`config.mk`:
```
export PLATFORM = sky130hd
export DESIGN_NAME = pd_lp_filter_p
export DESIGN_NICKNAME = d
export VERILOG_FILES = /design/src/rtl/pd_lp_filter_p.sv
export SDC_FILE = /design/constraint.sdc
export NUM_CORES = 1
export LEC_CHECK = 0
export CAP_MARGIN = 20
export CORE_MARGIN = 3
export CORE_UTILIZATION = 39
export CTS_CLUSTER_SIZE = 28
export DETAILED_ROUTE_END_ITERATION = 8
export HOLD_SLACK_MARGIN = 0.05
export PLACE_DENSITY_LB_ADDON = 0.2
export SLEW_MARGIN = 20
export SYNTH_ARGS = -nofsm -noshare
export SYNTH_HDL_FRONTEND = slang
export SYNTH_SLANG_ARGS = --single-unit
```
`constraint.sdc`:
```
create_clock -name clk -period 6.3 [get_ports clk]
set_clock_uncertainty 0.2 [all_clocks]
set_input_delay 0.945 -clock clk [delete_from_list [all_inputs] [get_ports clk]]
set_output_delay 0.945 -clock clk [all_outputs]
set_load 0.005 [all_outputs]
```
`src/rtl/pd_lp_filter_p.sv`:
```
// pd_lp_filter_p: multiplier phase detector with a decimated boxcar low-pass filter.
//
// Multiplies the reference sample by the measured sample. The product stream is decimated
// by DECIM. The last 2^TAPS_LOG2 decimated products are averaged with a running-sum boxcar.
// A hysteretic |sum| threshold flag and the sign of the sum are then derived for the
// PLL frequency-control logic.
//
// Ports:
//   clk         system clock, all state changes on the rising edge
//   sys_rst     synchronous active-high reset
//   in_valid    ref_sig / sig_sig qualify this cycle
//   ref_sig     signed reference sample (IN_W)
//   sig_sig     signed measured sample (IN_W)
//   flush       synchronous clear of delay line and sum (lower priority than sys_rst)
//   sum_out     signed running sum of the window (2*IN_W+TAPS_LOG2)
//   sum_valid   sum_out covers a full window
//   adjust      hysteretic |sum| threshold flag
//   adjust_neg  sign of sum_out while sum_valid, else 0
//
// Latency: a pushing sample taken at edge t appears on sum_out at edge t+2, and it affects
// adjust/adjust_neg at edge t+3.

module pd_lp_filter_p #(
    parameter int unsigned IN_W      = 10,
    parameter int unsigned TAPS_LOG2 = 5,
    parameter int unsigned DECIM     = 2,
    parameter logic [31:0] THOLD_HI  = 32'h00FF_1111,
    parameter logic [31:0] THOLD_LO  = 32'h00F0_0000
) (
    input  logic                                 clk,
    input  logic                                 sys_rst,
    input  logic                                 in_valid,
    input  logic signed [IN_W-1:0]               ref_sig,
    input  logic signed [IN_W-1:0]               sig_sig,
    input  logic                                 flush,
    output logic signed [2*IN_W+TAPS_LOG2-1:0]   sum_out,
    output logic                                 sum_valid,
    output logic                                 adjust,
    output logic                                 adjust_neg
);

    localparam int unsigned ProdW  = 2 * IN_W;
    localparam int unsigned AccW   = 2 * IN_W + TAPS_LOG2;
    localparam int unsigned Depth  = 1 << TAPS_LOG2;
    localparam int unsigned CmpW   = (AccW + 1 > 32) ? AccW + 1 : 32;
    localparam int unsigned DcntW  = 5;

    localparam logic [DcntW-1:0]     DcntLast = DcntW'(DECIM - 1);
    localparam logic [TAPS_LOG2-1:0] FillLast = TAPS_LOG2'(Depth - 1);
    localparam logic [CmpW-1:0]      HiCmp    = CmpW'(THOLD_HI);
    localparam logic [CmpW-1:0]      LoCmp    = CmpW'(THOLD_LO);

    typedef enum logic [0:0] {StFill, StRun} state_e;

    // ------------------------------------------------------------------
    // S1: product and decimation
    // ------------------------------------------------------------------
    logic signed [ProdW-1:0] ref_ext, sig_ext, prod_d, prod_q;
    logic [DcntW-1:0]        dcnt_q;
    logic                    push_q;

    assign ref_ext = $signed({{IN_W{ref_sig[IN_W-1]}}, ref_sig});
    assign sig_ext = $signed({{IN_W{sig_sig[IN_W-1]}}, sig_sig});
    assign prod_d  = ref_ext * sig_ext;

    always_ff @(posedge clk) begin
        if (sys_rst || flush) begin
            // A sample arriving together with flush is dropped.
            dcnt_q <= '0;
            push_q <= 1'b0;
            prod_q <= '0;
        end else begin
            push_q <= 1'b0;
            if (in_valid) begin
                prod_q <= prod_d;
                if (dcnt_q == DcntLast) begin
                    dcnt_q <= '0;
                    push_q <= 1'b1;
                end else begin
                    dcnt_q <= dcnt_q + 1'b1;
                end
            end
        end
    end

    // ------------------------------------------------------------------
    // S2: delay line, running sum and fill state machine
    // ------------------------------------------------------------------
    logic signed [ProdW-1:0] line_q [Depth];
    logic [TAPS_LOG2-1:0]    wptr_q;
    logic [TAPS_LOG2-1:0]    fill_cnt_q;
    logic signed [AccW-1:0]  sum_q, sum_d;
    logic                    valid_q;
    state_e                  state_q;
    logic signed [ProdW-1:0] oldest;

    always_comb begin
        // While filling, the slot being overwritten has never held a product.
        oldest = (state_q == StFill) ? '0 : line_q[wptr_q];
        sum_d  = sum_q
               + $signed({{TAPS_LOG2{prod_q[ProdW-1]}}, prod_q})
               - $signed({{TAPS_LOG2{oldest[ProdW-1]}}, oldest});
    end

    always_ff @(posedge clk) begin
        if (sys_rst || flush) begin
            for (int i = 0; i < Depth; i++) begin
                line_q[i] <= '0;
            end
            wptr_q     <= '0;
            fill_cnt_q <= '0;
            sum_q      <= '0;
            valid_q    <= 1'b0;
            state_q    <= StFill;
            sum_out    <= '0;
            sum_valid  <= 1'b0;
        end else begin
            // Output register: keeps sum_out and sum_valid aligned with each other.
            sum_out   <= sum_q;
            sum_valid <= valid_q;
            if (push_q) begin
                line_q[wptr_q] <= prod_q;
                wptr_q         <= wptr_q + 1'b1;
                sum_q          <= sum_d;
                unique case (state_q)
                    StFill: begin
                        fill_cnt_q <= fill_cnt_q + 1'b1;
                        if (fill_cnt_q == FillLast) begin
                            state_q <= StRun;
                            valid_q <= 1'b1;
                        end
                    end
                    StRun: begin
                        state_q <= StRun;
                    end
                    default: begin
                        state_q <= StFill;
                    end
                endcase
            end
        end
    end

    // ------------------------------------------------------------------
    // S3: hysteretic threshold decision
    // ------------------------------------------------------------------
    logic [AccW:0]   sum_wide;
    logic [AccW:0]   abs_sum;
    logic [CmpW-1:0] abs_cmp;

    // One extra bit so that the most-negative sum has an exact magnitude.
    assign sum_wide = {sum_out[AccW-1], sum_out};
    assign abs_sum  = sum_out[AccW-1] ? (~sum_wide + 1'b1) : sum_wide;
    assign abs_cmp  = CmpW'(abs_sum);

    always_ff @(posedge clk) begin
        if (sys_rst || flush) begin
            adjust     <= 1'b0;
            adjust_neg <= 1'b0;
        end else if (!sum_valid) begin
            adjust     <= 1'b0;
            adjust_neg <= 1'b0;
        end else begin
            adjust_neg <= sum_out[AccW-1];
            if (abs_cmp >= HiCmp) begin
                adjust <= 1'b1;
            end else if (abs_cmp < LoCmp) begin
                adjust <= 1'b0;
            end
        end
    end

endmodule

```
==> results.ini <==
[global_routing]
grt_antenna_before_repair=0
grt_pass1_wl_um=163000
grt_max_degree=128
overflow=0
grt_usage_pct=21.1
grt_pass1_vias=25500

[timing]
setup_violations=0
grt_setup_unrepaired=no
fin_setup_tns_ns=0
period_minus_slack_ns=5.95
finalWorstSetupSlack_ns=0.352
hold_viol=0
worst_pin_slew_ns=1.07
post-route-period-util_pct=94.4
maxSlewHeadroom_pct=28.2
clock.fmax_mhz=168
hold_slack_ns=0.271
drv_slew=0

[layout]
area_growth_pct=13.3
nets=3167
regArea_um2=21200
multi_input_area_um2=15100
diodes=0
drive_gt1_share_pct=17.8
num-fill-cells=8666
final_cell_count_no_fill=4272

[critical_path]
start_kind=input pin
path_common_cell=fa_1
path_class=in -> reg
required_ns=6.57
arrival_ns=6.22
crit_chain=clkdlybuf4s50_1, and2_1, fa_1, inv_1, fa_1, inv_1, fa_1, fa_1, inv_1, fa_1, inv_1, ha_1, a211o_1, a2111o_1, nand2_1, o21ai_1, o41ai_1, mux2i_1, o311ai_1
crit_slowest_cell=fa_1
crit_family=adder cells
crit_fanout=4
end_kind=flop
path_buf_inv=5
max_stage_delay_ns=0.54

[cts]
cts.clk_slew.worst_paths_ns=0.06
tritoncts=yes
cts.repair.resized=0
cts.hold.buffers_added=0
cts.htree.levels=3
cts_buffer_depth=3
insertion_delay_ns=0.64
cts-root-buf=clkbuf_16
cts_buffers=78
post_cts_buffers=0
cts_sinks=736

[synth]
ys_top_cells_by_count=nor3_1 (655), edfxtp_1 (640), clkbuf_1 (268), inv_1 (236), mux4_2 (200)
synth_seq_cells=736
synth_most_common_cell=nor3_1
avgSynthCellArea_um2=12.9
syn-instance-count=2951
syn_area_um2=38100
yosysTopAreaCellShare_pct=50.5
yosys-top-cells-area=edfxtp_1 (50%), mux4_2 (12%), nor3_1 (8.6%), fa_1 (6.0%), dfxtp_1 (5.0%)
yosysTopAreaCell=edfxtp_1
ys_seq_area_share_pct=55.5
synth_ff_type=edfxtp_1
synth_edf_count=640
ys_async_sr_fraction_pct=0
syn_nets=3174
yosysWarningCount=0
yosys.cell_types.count=68

[routing]
ant_nets=0
drtIter0Drc=2088
vias=24600
viasPerCell=5.76
drc_errors=0
wl_per_cell_um=24.9
drt_pre_antenna_iters=5
finalWirelength_um=106000

[min_path]
hold_class=reg -> reg

[pwr]
ir_worst_vdd_mv=0.209
p_int_mw=9.61
swShare_pct=29.3
clockPowerShare_pct=33.6
power_leakage_nw=15.3
power_switching_mw=3.99
p_total_mw=13.6
pwr-share-seq_pct=40.8
p_per_area_nw_per_um2=315
comb_power_share_pct=25.6

[die]
num_io_pins=52
die_area_um2=101000
die_w_um=318
core_area_um2=95900
rows=113
start_util_pct=39.7
die_h_um=318

[flow_run]
cap_violations=0

[placed_design]
place_hpwl_um=65100
portBuffers=51
place_inst=4127
dp_slack_ns=-0.282
gp_congestion=0.839

[outcome]
status=finished, final reports clean

## cells by family after synthesis
logic type | synth area share (%)
simple gates | 13.2
flops | 55.5
buf+inv | 5.34
mux | 13.3
fa+ha+maj | 8.81
compound gates | 2.63
xor+xnor | 1.22
## cells in the final DEF, fill, tap and decap left out, types with 8 or more instances in the layout
master	n
clkinv_2	15
nor2_1	118
clkdlybuf4s50_1	51
xnor2_1	36
dfxtp_1	91
clkbuf_1	13
buf_4	145
a21o_1	12
inv_1	234
buf_12	13
and2_1	38
clkinv_1	22
mux4_2	200
nand4_1	8
o21ai_1	14
edfxtp_1	640
xor2_1	17
nand3_1	21
a21oi_1	37
a211oi_1	10
fa_1	115
ha_1	84
clkbuf_16	80
nor2b_1	21
o21ai_0	16
nor3_1	655
mux2i_1	53
o21ai_2	32
nand2_1	88
## final timing paths
path	end	from	slack, ns	depth (start not counted)
worst max-delay path	prod_q[18]	ref_sig[5]	0.35	19
worst min register to register	valid_q	valid_q	0.27	2
worst min-delay path	valid_q	valid_q	0.27	2
worst max register to register	sum_q[24]	flop	0.38	19
## sequential cells by signal (all words and copies together) (netlist names), named ones only
register / flops
adjust: 1
adjust_neg: 1
dcnt_q: 5
fill_cnt_q: 5
line_q: 640
prod_q: 20
push_q: 1
state_q: 1
sum_out: 25
sum_q: 25
sum_valid: 1
valid_q: 1
wptr_q: 5
## metrics by stage
stage / utilization, % / instance area, um^2
floorplan: - / 38100
global placement: 42.3 / 40600
detailed placement: 42.3 / 40600
CTS: 44.9 / 43100
global route: 45.0 / 43100
finish: 45.0 / 43100
## layout make-up
type	instances	area share (%)
Tap cell	1265	3.67
Sequential cell	736	49.1
Clock inverter	42	0.868
Clock buffer	101	4.98
Multi-Input combinational cell	1677	35.0
Inverter	242	2.11
Timing Repair Buffer	209	4.31
## routing by layer
layer,GRT usage (%),part of all wire (%)
met1,29.3,43
met2,34.7,49
met3,2.83,6.3
met4,6.18,2.5
met5,0,0
## worst min-delay path, delay by kind of cell (launching register included)
kind             cells  cell delay, ns
AO/OA/AOI/OAI        1            0.04
flip-flops           1            0.33
AND/OR/NAND/NOR      1            0.07
## power groups by stage
stage / logic [mW] / clock network [mW] / registers, mW
floorplan: 2.47 / 0 / 5.61
global placement: 3.43 / 0 / 5.64
detailed placement: 3.47 / 0 / 5.65
CTS: 3.50 / 4.66 / 5.54
global route: 3.92 / 4.87 / 5.56
finish: 3.48 / 4.57 / 5.55
Note: power is estimated with default switching activity, not from simulation.
